==> src/rtl/risp_neuron_ext.sv <==
// -----------------------------------------------------------------------------
// risp_neuron_ext
//
// Single integrate-and-fire neuron for the generated spiking network. Each
// step (i_en high) it leaks the stored potential, adds the input charges and
// compares the sum against a runtime-loadable threshold. On a fire the
// potential returns to zero, a saturating fire counter advances and, when
// REFRACTORY > 0, the neuron ignores its inputs for REFRACTORY further steps.
//
// Parameters
//   NUM_INP             number of input charges
//   CHARGE_WIDTH        signed width of each input charge
//   POTENTIAL_WIDTH     signed width of the stored potential
//   THRESHOLD           threshold value loaded at reset
//   POTENTIAL_MIN       lower clamp on the stored potential (<= 0)
//   THRESHOLD_INCLUSIVE 1: fire on sum >= thr, 0: fire on sum > thr
//   LEAK_MODE           0: none, 1: full leak, 2: shift decay
//   LEAK_SHIFT          decay shift for LEAK_MODE 2 (>= 1)
//   REFRACTORY          dead steps after a fire, 0 disables
//   REGISTER_FIRE       1: o_fire is registered, 0: o_fire is combinational
//   COUNT_WIDTH         width of the saturating fire counter
//
// Ports
//   i_clk         clock, all state changes on the rising edge
//   i_rst         synchronous active-high reset of everything
//   i_clr         synchronous clear of everything except the threshold
//   i_en          step strobe, state advances only when high
//   i_inp         input charges, element k is i_inp[k] (signed)
//   i_thr_load    load i_thr_value into the threshold register
//   i_thr_value   new threshold (signed)
//   o_fire        spike for the current step
//   o_potential   stored potential (signed)
//   o_refractory  high while in the refractory state
//   o_fire_count  fires since the last reset/clear, saturating
// -----------------------------------------------------------------------------
module risp_neuron_ext #(
    parameter int NUM_INP             = 1,
    parameter int CHARGE_WIDTH        = 8,
    parameter int POTENTIAL_WIDTH     = 12,
    parameter logic signed [POTENTIAL_WIDTH-1:0] THRESHOLD = '0,
    parameter int POTENTIAL_MIN       = 0,
    parameter int THRESHOLD_INCLUSIVE = 1,
    parameter int LEAK_MODE           = 0,
    parameter int LEAK_SHIFT          = 1,
    parameter int REFRACTORY          = 0,
    parameter int REGISTER_FIRE       = 0,
    parameter int COUNT_WIDTH         = 16
) (
    input  logic                                    i_clk,
    input  logic                                    i_rst,
    input  logic                                    i_clr,
    input  logic                                    i_en,
    input  logic [NUM_INP-1:0][CHARGE_WIDTH-1:0]    i_inp,
    input  logic                                    i_thr_load,
    input  logic signed [POTENTIAL_WIDTH-1:0]       i_thr_value,
    output logic                                    o_fire,
    output logic signed [POTENTIAL_WIDTH-1:0]       o_potential,
    output logic                                    o_refractory,
    output logic [COUNT_WIDTH-1:0]                  o_fire_count
);

    // Wide enough that the leak base plus every charge can never wrap.
    localparam int MAX_W     = (POTENTIAL_WIDTH > CHARGE_WIDTH) ? POTENTIAL_WIDTH : CHARGE_WIDTH;
    localparam int SUM_WIDTH = MAX_W + $clog2(NUM_INP + 1) + 1;

    // With REFRACTORY == 0 the counter is kept as a constant-zero bit so the
    // code below needs no special casing; it never leaves zero.
    localparam int RC_WIDTH  = (REFRACTORY > 0) ? $clog2(REFRACTORY + 1) : 1;

    localparam logic signed [POTENTIAL_WIDTH-1:0] POT_MAX = {1'b0, {(POTENTIAL_WIDTH-1){1'b1}}};
    localparam logic signed [POTENTIAL_WIDTH-1:0] POT_MIN = POTENTIAL_WIDTH'(POTENTIAL_MIN);
    localparam logic signed [SUM_WIDTH-1:0]       SUM_POT_MAX = SUM_WIDTH'(POT_MAX);
    localparam logic signed [SUM_WIDTH-1:0]       SUM_POT_MIN = SUM_WIDTH'(POT_MIN);

    typedef enum logic [0:0] {
        ST_NORMAL  = 1'b0,
        ST_REFRACT = 1'b1
    } state_t;

    state_t                              r_state;
    state_t                              w_stateNext;
    logic [RC_WIDTH-1:0]                 r_rc;
    logic [RC_WIDTH-1:0]                 w_rcNext;
    logic signed [POTENTIAL_WIDTH-1:0]   r_potential;
    logic signed [POTENTIAL_WIDTH-1:0]   w_potentialNext;
    logic [COUNT_WIDTH-1:0]              r_fireCount;
    logic [COUNT_WIDTH-1:0]              w_fireCountNext;
    logic signed [POTENTIAL_WIDTH-1:0]   r_thr;

    logic signed [POTENTIAL_WIDTH-1:0]   w_base;
    logic signed [SUM_WIDTH-1:0]         w_sum;
    logic signed [SUM_WIDTH-1:0]         w_thrExt;
    logic                                w_overThr;
    logic signed [POTENTIAL_WIDTH-1:0]   w_potClamped;
    logic                                w_doFire;

    // Leak base. The decay form p - (p >>> s) rounds toward zero for
    // negative potentials, so -1 decays to 0 rather than sticking.
    always_comb begin
        w_base = r_potential;
        if (LEAK_MODE == 1) begin
            w_base = '0;
        end else if (LEAK_MODE == 2) begin
            w_base = r_potential - (r_potential >>> LEAK_SHIFT);
        end
    end

    // Accumulate the leak base and all charges in the widened sum domain.
    always_comb begin
        w_sum = SUM_WIDTH'(w_base);
        for (int k = 0; k < NUM_INP; k++) begin
            w_sum = w_sum + SUM_WIDTH'($signed(i_inp[k]));
        end
    end

    // Threshold compare against the value held before any load this cycle.
    assign w_thrExt  = SUM_WIDTH'(r_thr);
    assign w_overThr = (THRESHOLD_INCLUSIVE != 0) ? (w_sum >= w_thrExt) : (w_sum > w_thrExt);

    // Saturate the sum into the storable potential range.
    always_comb begin
        if (w_sum > SUM_POT_MAX) begin
            w_potClamped = POT_MAX;
        end else if (w_sum < SUM_POT_MIN) begin
            w_potClamped = POT_MIN;
        end else begin
            w_potClamped = w_sum[POTENTIAL_WIDTH-1:0];
        end
    end

    // Next-state logic. Everything holds unless i_en strobes a step. In the
    // refractory state the counter is loaded with REFRACTORY at the fire and
    // the state returns to normal on the step where it reads 1, giving
    // exactly REFRACTORY dead steps.
    always_comb begin
        w_stateNext     = r_state;
        w_rcNext        = r_rc;
        w_potentialNext = r_potential;
        w_fireCountNext = r_fireCount;
        w_doFire        = 1'b0;
        if (i_en) begin
            case (r_state)
                ST_NORMAL: begin
                    if (w_overThr) begin
                        w_doFire        = 1'b1;
                        w_potentialNext = '0;
                        if (r_fireCount != {COUNT_WIDTH{1'b1}}) begin
                            w_fireCountNext = r_fireCount + COUNT_WIDTH'(1);
                        end
                        if (REFRACTORY > 0) begin
                            w_stateNext = ST_REFRACT;
                            w_rcNext    = RC_WIDTH'(REFRACTORY);
                        end
                    end else begin
                        w_potentialNext = w_potClamped;
                    end
                end
                ST_REFRACT: begin
                    w_potentialNext = '0;
                    w_rcNext        = r_rc - RC_WIDTH'(1);
                    if (r_rc == RC_WIDTH'(1)) begin
                        w_stateNext = ST_NORMAL;
                    end
                end
                default: begin
                    w_stateNext = ST_NORMAL;
                    w_rcNext    = '0;
                end
            endcase
        end
    end

    // Neuron state registers; clear behaves like reset for these.
    always_ff @(posedge i_clk) begin
        if (i_rst || i_clr) begin
            r_state     <= ST_NORMAL;
            r_rc        <= '0;
            r_potential <= '0;
            r_fireCount <= '0;
        end else begin
            r_state     <= w_stateNext;
            r_rc        <= w_rcNext;
            r_potential <= w_potentialNext;
            r_fireCount <= w_fireCountNext;
        end
    end

    // Threshold register survives a clear, and a load coinciding with a
    // clear still takes effect. Loads ignore i_en and the refractory state.
    always_ff @(posedge i_clk) begin
        if (i_rst) begin
            r_thr <= THRESHOLD;
        end else if (i_thr_load) begin
            r_thr <= i_thr_value;
        end
    end

    // Fire output: either the raw step decision (combinational path from
    // inputs, i_en and threshold) or that decision captured on step edges.
    generate
        if (REGISTER_FIRE != 0) begin : g_fireReg
            logic r_fire;
            always_ff @(posedge i_clk) begin
                if (i_rst || i_clr) begin
                    r_fire <= 1'b0;
                end else if (i_en) begin
                    r_fire <= w_doFire;
                end
            end
            assign o_fire = r_fire;
        end else begin : g_fireComb
            assign o_fire = w_doFire;
        end
    endgenerate

    assign o_potential  = r_potential;
    assign o_refractory = (r_state == ST_REFRACT);
    assign o_fire_count = r_fireCount;

endmodule

==> config.mk <==
export PLATFORM = sky130hd
export DESIGN_NAME = risp_neuron_ext
export DESIGN_NICKNAME = d
export VERILOG_FILES = /design/src/rtl/risp_neuron_ext.sv
export SDC_FILE = /design/constraint.sdc
export NUM_CORES = 1
export LEC_CHECK = 0
export BUFFER_PORTS_ARGS = -buffer_cell sky130_fd_sc_hd__buf_2
export CAP_MARGIN = 5
export CORE_UTILIZATION = 50
export DETAILED_ROUTE_END_ITERATION = 8
export PLACE_DENSITY = 0.79
export SLEW_MARGIN = 20
export SYNTH_ARGS = -nofsm -noshare
export SYNTH_HDL_FRONTEND = slang
export SYNTH_SLANG_ARGS = --single-unit
==> constraint.sdc <==
create_clock -name i_clk -period 4.75 [get_ports i_clk]
set_clock_uncertainty 0.05 [all_clocks]
set_input_delay 0.95 -clock i_clk [delete_from_list [all_inputs] [get_ports i_clk]]
set_output_delay 0.95 -clock i_clk [all_outputs]
set_load 0.01 [all_outputs]
# Word-level counts from Yosys, hierarchy flattened
# Index checks and enable logic that the tools add are counted.
[op_classes]
addsub = 3
n_lt_le_gt_ge = 3
n_eq_ne = 1
n_mux = 9
bitwise_logic = 1
reduce_logical = 3
[ops]
columns = ["operator", "count"]
rows = [
  ["12-bit two-way mux", 3],
  ["12-bit case mux with 2 select lines", 1],
  ["16-bit by 1-bit adder with 16-bit output (second input constant)", 1],
  ["16-bit inequality test (second input constant)", 1],
  ["12-bit by 8-bit adder with 13-bit output", 1],
  ["13-bit by 12-bit >= comparator with 1-bit output", 1],
  ["13-bit by 12-bit > comparator with 1-bit output (second input constant)", 1],
  ["13-bit by 1-bit < comparator with 1-bit output (second input constant)", 1],
  ["1-bit two-way mux", 5],
  ["4-bit AND reduction", 1],
  ["2-bit AND reduction", 1],
  ["1-bit logical OR", 1],
  ["1-bit NOT", 1],
  ["1-bit subtractor (second input constant)", 1],
]
[word_totals]
ff_bits = 42
in_bits = 25
out_inout_bits = 30
word_cells = 25

# Logic depth before layout (Yosys ltp)
# Gate-level depths: netlist (run 1).
[depth]
word_depth = 6
ltp_mapped = 17
ltp_nobuf = 16

# Worst setup path after synthesis (run 1)
# No wires, ideal clock.
[synth_path]
kind = "input to output"
from = "input port i_inp[0] (netlist bit)"
to = "output port o_fire"
arrival_time_ps = 4051
slack_ps = -301
path_stages = 15
n_path_buf = 1
path_cell_list = "ha_1 inv_1 fa_1 and2b_1 o31a_2 o311a_1 or3_1 and2_1 ha_1 and4_1 o21ai_0 o31a_1 a211o_1 buf_6 inv_1"
[synth_via]
elab_chain_cells = 5
[synth_lines]
columns = ["item", "line_no", "text"]
rows = [
  ["from (decl)", "53", "input logic [NUM_INP-1:0][CHARGE_WIDTH-1:0] i_inp,"],
  ["12-bit by 8-bit adder with 13-bit output", "112", "w_sum = w_sum + SUM_WIDTH'($signed(i_inp[k]));"],
  ["13-bit by 12-bit >= comparator with 1-bit output", "118", "assign w_overThr = (THRESHOLD_INCLUSIVE != 0) ? (w_sum >= w_thrExt) : (w_sum > w_thrExt);"],
  ["1-bit two-way mux", "144", "if (w_overThr) begin"],
  ["1-bit two-way mux", "142", "case (r_state)"],
  ["1-bit two-way mux", "141", "if (i_en) begin"],
  ["to (decl)", "56", "output logic o_fire,"],
]
# Every way passes these cells.

# Worst setup path after layout (run 1)
# Ends and elaborated chain as after synthesis.

==> impl_metrics.yaml, run 1 <==
drt:
  wl_um: 6700
  viasPerCell: 5.67
  first_pass_iters: 4
  drcViolationCount: 0
  vias: 2727
  wl_per_cell_um: 13.9
  drtAntennaViolNets: 0
  first_iter_violations: 146
run:
  drv_cap: 0
synthesis:
  syn_area_um2: 2690
  synth_top_area_frac: 0.312
  synth-main-ff-cell: "dfxtp_1"
  syn_inst: 326
  synth_area_leaders: "dfxtp_1, ha_1, mux2i_1"
  synth_seq_area_share: 0.312
  ys_async_sr_fraction: 0
  synth.distinct_cells: 50
  synth_edf_count: 0
  synth_fp_nets: 378
  synthTopCellsByCount: "dfxtp_1, ha_1, nor2_1"
  avgSynthCellArea_um2: 8.26
  synth_warnings: 0
  synth.most_common_cell: "dfxtp_1"
  synth_top_cell_by_area: "dfxtp_1"
  ys_ff_latch: 42
floorplanning:
  die_x_um: 75.4
  ios: 55
  initial_utilization: 0.524
  fp.dieH_um: 75.4
  row_count: 26
  die_area_um2: 5690
  core_area_um2: 5140
grt:
  first_global_vias: 2382
  grt_start_max_net_pins: 23
  grt_usage: 0.245
  grt_antenna_before_repair: 0
  grt_overflow: 0
  grt_pass1_wl_um: 10600
clocking:
  cts_root_buf: "clkbuf_8"
  htree_levels: 2
  cts_buffers: 5
  cts.clk_slew.worst_paths_ns: 0.09
  cts_buffer_depth: 2
  cts_sinks: 42
  clk_latency_ns: 0.30
  cts_tree: "done"
  cts_hold_buf: 0
power_and_ir_drop:
  powerDensity_nw_per_um2: 236
  irDropWorstVdd_mv: 0.148
  finalPower_uw: 807
  leakagePower_nw: 1.61
min_path:
  hold_depth: 2
  hp-class: "reg -> reg"
  hp-start: "o_potential[6]"
placement:
  gp_congestion: 0.922
  dpl.hpwl_um: 5140
  port_buffers: 54
setup_path:
  path_max_fanout: 3
  worst_setup_path_start_kind: "input port"
  end_kind: "output port"
  reg2regPathDepth: 16
  arrival_ns: 4.21
  crit_chain: "buf_2, ha_1, inv_1, fa_2, and2b_1, o31a_2, o311a_1, or3_1, and2_1, ha_1, and4_1, o21ai_0, o31a_1, a211o_1, clkinvlp_4, buf_2"
  startpoint: "i_inp[0]"
  critPathRequiredTime_ns: 3.75
  slowest_stage: "or3_1"
  path_class: "in -> out"
  slowest_delay_ns: 0.32
  reg2reg_from: "o_potential[0]"
cells_and_area:
  drive_above_1_share: 0.270
  antenna_cells: 0
  syn_to_final_growth_pct: 26.8
  num-nets-final: 462
sta:
  setup_slack_ns: -0.459
  max_freq_mhz: 192
  worst_pin_slew_ns: 0.861
  fin_tns_setup_ns: -0.459
  setup_viol: 1
  relSlewSlack: 0.424
  rsz0062_at_grt: "yes"
  finalMaxSlewViolations: 0
  fin_crit_sh: 1.10
  hold_viol: 0
  finalCriticalPeriod_ns: 5.21
status:
  status: "complete, but fails checks"
  failed_checks: "setup timing"
==> routing by layer <==
metal	vias up	track usage	share of wire
li1	1367	-	-
met1	1254	0.333	0.45
met2	92	0.392	0.47
met3	14	0.0476	0.058
met4	0	0.0782	0.021
met5	-	0	0
==> repair_timing <==
item	4_1_cts	5_1_grt
resized for setup	2	6
buffers inserted	0	0
setup endpoints to repair	1	11
==> power by group <==
part | total [mW] | internal (mW) | leakage [nW] | switching (mW)
Clock | 0.291 | 0.158 | 0.0585 | 0.133
Combinational | 0.150 | 0.0698 | 1.21 | 0.0807
Sequential | 0.366 | 0.360 | 0.341 | 0.00577
Total | 0.807 | 0.587 | 1.61 | 0.220
==> final timing paths <==
check	endpoint	slack, ns
worst max-delay path	o_fire	-0.46
worst min-delay path	o_potential[6]	0.42
worst max register to register	o_fire_count[5]	0.44
worst min register to register	o_potential[6]	0.42
==> registers in the layout, indices dropped and copies added (netlist names) <==
signal,count
r_rc,1
o_potential,12
r_thr,12
o_fire_count,16
o_refractory,1
==> area by class of cell <==
type                    count  area (µm²)
inverters                  25        97.6
repair buffers             89         533
multi-input cells         247        1740
clock buffers               5        68.8
clock inverters             3        43.8
well taps                  70        87.6
flip-flops and latches     42         841
fillers                   452        1720
==> layout by cell type (no fill, tap or decap), types with 4 or more instances in the layout <==
master / n
nor3_1: 4
o31ai_1: 8
a21o_1: 6
o21ai_1: 10
or4_1: 8
buf_2: 54
or3_1: 9
ha_1: 26
and3_1: 8
o21ai_0: 13
clkbuf_8: 5
xnor2_1: 5
mux2i_1: 17
and2_1: 4
a211o_1: 4
buf_4: 35
nor2_1: 26
nand2_1: 23
a21oi_1: 22
dfxtp_1: 42
inv_1: 24
nand4_1: 6
nand3_1: 12
==> per-stage QoR <==
stage	cell area (µm²)	hold slack (ns)	utilization	worst slack [ns]	instances
final	3420	0.422	0.665	-0.459	481
after floorplan	2700	0.410	-	-0.238	326
after global placement	3260	0.400	0.634	-0.372	473
after detailed placement	3260	0.416	0.634	-0.475	473
after global routing	3420	0.453	0.665	-0.570	481
after CTS	3380	0.428	0.657	-0.436	481
==> critical path, delay by kind of cell <==
| family | cells | cell delay, ns |
|---|---|---|
| AOI/OAI and AO/OA | 5 | 1.27 |
| buffers and inverters | 4 | 0.39 |
| adders and majority gates | 3 | 0.70 |
| and+or+nand+nor | 4 | 0.89 |
==> cells by family (layout without fill, tap and decap cells) <==
family,count (synthesis),in the layout,synth area share
flip-flops,42,42,0.312
multiplexers,17,17,0.0632
XOR/XNOR,6,6,0.0195
adder cells (fa/ha/maj),27,27,0.128
AO/OA/AOI/OAI,83,83,0.199
AND/OR/NAND/NOR,114,114,0.222
buffers and inverters,37,122,0.0562
No activity file was read; power rests on OpenSTA's default activity.
==> run 2: changes to the inputs <==
Settings changed: CORE_UTILIZATION 50 to 55, PLACE_DENSITY 0.79 to 0.82.
Clock period 4.75 ns to 5.3 ns, I/O delays scaled along.
==> impl_metrics.yaml, run 2 (synthesis results as in run 1) <==
clocking:
  clk_latency_ns: 0.30
  cts_buffer_depth: 2
  cts_tree: "done"
  cts_sinks: 42
  cts_root_buf: "clkbuf_8"
  htree_levels: 2
  cts.clk_slew.worst_paths_ns: 0.09
  cts_buffers: 5
  postCtsSetupRepairBufs: 0
floorplanning:
  core_area_um2: 4720
  ios: 55
  initial_utilization: 0.570
  row_count: 25
  fp.dieH_um: 72.0
  die_x_um: 72.0
  die_area_um2: 5180
placement:
  port_buffers: 54
  gp_congestion: 0.863
  postPlaceCellArea_um2: 3060
  dpl.hpwl_um: 4570
  dp.cells: 444
drt:
  vias: 2635
  wl_um: 6320
  first_iter_violations: 205
  drtAntennaViolNets: 0
  viasPerCell: 5.83
  drcViolationCount: 0
  wl_per_cell_um: 14.0
  first_pass_iters: 4
cells_and_area:
  stdcell_area_um2: 3230
  final_common_cell: "buf_2"
  instances_no_fill: 452
  mostFrequentLayoutCells: "buf_2, dfxtp_1, nor2_1"
  largest_register_ffs: 16
  antenna_cells: 0
  num-nets-final: 436
  syn_to_final_growth_pct: 19.8
  final_core_util: 0.683
  drive_above_1_share: 0.223
setup_path:
  slowest_stage: "a211o_1"
  critPathRequiredTime_ns: 4.19
  reg2regPathDepth: 16
  end_kind: "output port"
  worstPathBufferInverterCount: 4
  crit_chain: "buf_6, ha_4, inv_2, fa_2, and2b_1, o31a_2, o311a_1, or3_1, and2_4, ha_4, and4_1, o21ai_1, o31a_1, a211o_1, inv_2, buf_6"
  cpLargestDelayFamily: "compound AO/OA/AOI/OAI gates"
  path_class: "in -> out"
  worst_setup_path_start_kind: "input port"
  path_max_fanout: 2
  reg2reg_from: "o_potential[0]"
  rrSetupSlack_ns: 1.15
  arrival_ns: 4.13
  r2r-end: "o_fire_count[10]"
  slowest_delay_ns: 0.34
run:
  drv_cap: 0
sta:
  fin_tns_setup_ns: 0
  relSlewSlack: 0.463
  finalCriticalPeriod_ns: 5.24
  fin_crit_sh: 0.989
  setup_viol: 0
  finalMaxSlewViolations: 0
  worst_pin_slew_ns: 0.803
  whs_ns: 0.416
  max_freq_mhz: 191
  hold_viol: 0
  rsz0062_at_grt: "yes"
min_path:
  hp-start: "o_potential[4]"
  hold_depth: 2
  hp-class: "reg -> reg"
  hold_end: "o_potential[4]"
grt:
  grt_start_max_net_pins: 23
  grt_overflow: 0
  first_global_vias: 2333
  grt_antenna_before_repair: 0
  grt_pass1_wl_um: 10400
  grt_usage: 0.253
power_and_ir_drop:
  p_sw_frac: 0.272
  leakagePower_nw: 1.49
  comb_power_share: 0.181
  seqPwrFrac: 0.460
  p_switching_uw: 194
  cell_internal_pwr_uw: 519
  irDropWorstVdd_mv: 0.132
  powerDensity_nw_per_um2: 221
  p_clk_frac: 0.359
status:
  status: "complete, no violations"
-- run 2: cell types whose count changed in the layout (fill, tap and decap cells not counted), sizes merged --
cell,previous run,this run
buf,89,63
clkinv,1,2
clkinvlp,1,0
-- run 2: cell type report --
type                    instances  area, µm²
flip-flops and latches         42        841
fillers                       402       1500
inverters                      25       93.8
clock buffers                   5       68.8
multi-input cells             247       1750
repair buffers                 63        350
clock inverters                 3       40.0
well taps                      67       83.8
-- run 2: worst max path at each step --
stage	startpoint	end	slack [ns]	depth (start not counted)
6_report	i_inp[0]	o_fire	0.06	16
4_1_cts	i_inp[7]	o_fire	0.001	14
5_1_grt	i_inp[7]	o_fire	-0.05	14
3_3_place_gp	i_inp[0]	o_fire	0.04	16
2_1_floorplan	i_inp[0]	o_fire	0.03	15
3_5_place_dp	i_inp[0]	o_fire	-0.03	16
-- run 2: worst reg2reg max path, stage by stage, from the launching register on --
cell,delay [ns]
dfxtp_1,0.35
ha_4,0.17
inv_2,0.05
fa_2,0.19
and2b_1,0.18
o31a_2,0.29
o311a_1,0.30
or3_1,0.33
and2_4,0.18
ha_4,0.26
and4_1,0.19
o21ai_1,0.07
o31a_1,0.27
a211o_1,0.34
buf_4,0.22
or4_1,0.51
a21oi_1,0.15
-- run 2: stage by stage --
stage	power [mW]	setup WS, ns
2_1_floorplan	0.417	0.0287
3_3_place_gp	0.449	0.0422
3_5_place_dp	0.453	-0.0295
4_1_cts	0.705	0.00121
5_1_grt	0.746	-0.0497
6_report	0.713	0.0566
-- run 2: power groups by stage --
| stage | clock network (mW) | logic, mW | registers (mW) |
|---|---|---|---|
| 2_1_floorplan | 0 | 0.0819 | 0.335 |
| 3_3_place_gp | 0 | 0.115 | 0.335 |
| 3_5_place_dp | 0 | 0.118 | 0.335 |
| 4_1_cts | 0.258 | 0.120 | 0.328 |
| 5_1_grt | 0.274 | 0.144 | 0.329 |
| 6_report | 0.256 | 0.129 | 0.328 |
-- run 2: what timing repair did --
item	in CTS	in global routing
hold buffers	0	0
resized for setup	1	13
pin swaps	1	2
setup endpoints to repair	1	1
-- run 2: metal layers --
layer | vias up | track usage | wire length [µm]
li1 | 1315 | - | -
met1 | 1224 | 0.348 | 2980
met2 | 85 | 0.404 | 2910
met3 | 11 | 0.0472 | 326
met4 | 0 | 0.0784 | 95
met5 | - | 0 | 0
==> run 3: changes to the inputs <==
Settings changed: CORE_ASPECT_RATIO from default to 0.8.
==> impl_metrics.yaml, run 3 (synthesis results as in run 1) <==
min_path:
  hold_depth: 2
  hp-start: "o_potential[8]"
  hold_end: "o_potential[8]"
  hp-class: "reg -> reg"
floorplanning:
  die_x_um: 80.2
  core_area_um2: 4650
  initial_utilization: 0.579
  die_area_um2: 5180
  fp.dieH_um: 64.6
  row_count: 22
  ios: 55
drt:
  first_pass_iters: 6
  vias: 2628
  drtAntennaViolNets: 0
  first_iter_violations: 187
  viasPerCell: 5.87
  drcViolationCount: 0
  wl_per_cell_um: 14.5
  wl_um: 6510
clocking:
  htree_levels: 2
  cts_sinks: 42
  cts_buffers: 5
  cts_hold_buf: 0
  cts_tree: "done"
  cts.clk_slew.worst_paths_ns: 0.08
  clk_latency_ns: 0.31
  cts_root_buf: "clkbuf_8"
  cts_buffer_depth: 2
cells_and_area:
  largest_register_ffs: 16
  drive_above_1_share: 0.242
  num-nets-final: 439
  final_common_cell: "buf_2"
  seq_area_um2: 841
  final_core_util: 0.701
  instances_no_fill: 448
  syn_to_final_growth_pct: 21.1
  mostFrequentLayoutCells: "buf_2, dfxtp_1, nor2_1"
  multiInputGateArea_um2: 1790
  fillerInstances: 384
  antenna_cells: 0
setup_path:
  r2r-end: "o_fire_count[14]"
  critPathRequiredTime_ns: 4.19
  path_max_fanout: 3
  rrSetupSlack_ns: 1.09
  end_kind: "output port"
  crit_chain: "buf_6, ha_4, inv_2, fa_2, and2b_1, o31a_2, o311a_1, or3_1, and2_4, ha_4, and4_4, o21ai_2, o31a_1, a211o_1, inv_2, buf_6"
  reg2regPathDepth: 16
  reg2reg_from: "o_potential[0]"
  path_class: "in -> out"
  slowest_stage: "o31a_2"
  slowest_delay_ns: 0.33
  worst_setup_path_start_kind: "input port"
  arrival_ns: 4.15
run:
  drv_cap: 0
placement:
  gp_congestion: 0.888
  place_ws_ns: -0.0840
  dpl.hpwl_um: 4850
  dp.cells: 437
  port_buffers: 54
sta:
  finalCriticalPeriod_ns: 5.26
  relSlewSlack: 0.395
  rsz0062_at_grt: "yes"
  hold_viol: 0
  max_freq_mhz: 190
  whs_ns: 0.420
  setup_slack_ns: 0.0410
  finalMaxSlewViolations: 0
  setup_viol: 0
  worst_pin_slew_ns: 0.904
  fin_crit_sh: 0.992
power_and_ir_drop:
  leakagePower_nw: 1.50
  powerDensity_nw_per_um2: 209
  irDropWorstVdd_mv: 0.182
  finalPower_uw: 683
grt:
  grt_antenna_before_repair: 0
  grt_overflow: 0
  grt_pass1_wl_um: 10600
  first_global_vias: 2327
  grt_start_max_net_pins: 23
  grt_usage: 0.265
status:
  status: "complete, no violations"
[run 3: cell count changes in the layout (fill, tap and decap cells not counted), sizes merged]
cell,previous run,this run
buf,63,66
clkinvlp,0,1
bufinv,1,0
[run 3: worst max-delay path, delay by kind of cell]
family          cells  cell delay [ns]
compound gates      5             1.27
simple gates        4             0.90
fa+ha+maj           3             0.60
buf+inv             4             0.33
[run 3: through the flow]
stage	area, µm²	setup TNS, ns
floorplan	2690	0
finish	3260	0
global placement	3050	-0.0170
detailed placement	3050	-0.0840
global route	3260	-0.0577
CTS	3200	0
[run 3: timing repair]
item                       CTS  global route
buffers inserted             2             1
resized for setup           11             9
pin swaps                    4             5
setup endpoints to repair    1             1
[run 3: routing by layer]
| metal | vias up | routed length (µm) | global-route usage |
|---|---|---|---|
| met2 | 81 | 2830 | 0.385 |
| met4 | 0 | 89 | 0.0893 |
| met3 | 10 | 337 | 0.0648 |
| li1 | 1316 | - | - |
| met5 | - | 0 | 0 |
| met1 | 1221 | 3250 | 0.380 |
[run 3: cell type report]
type	count	share of cell area
clock buffer	5	0.0211
clock inverter	3	0.00652
inverter	25	0.0288
multi-input combinational	247	0.549
sequential	42	0.258
tap	60	0.0230
timing repair buffer	66	0.114
[run 3: power by group]
group | switching (mW) | internal (mW)
Clock | 0.126 | 0.0927
Combinational | 0.0748 | 0.0615
Sequential | 0.00499 | 0.323
Total | 0.206 | 0.477
[run 3: worst max-delay path by stage]
stage / from / endpoint / slack [ns] / cells after the start
after floorplan: i_inp[0] / o_fire / 0.03 / 15
after global placement: i_inp[0] / o_fire / -0.02 / 16
after detailed placement: i_inp[0] / o_fire / -0.08 / 16
after CTS: i_inp[0] / o_fire / 0.02 / 16
after global routing: i_inp[0] / o_fire / -0.06 / 16
final: i_inp[0] / o_fire / 0.04 / 16
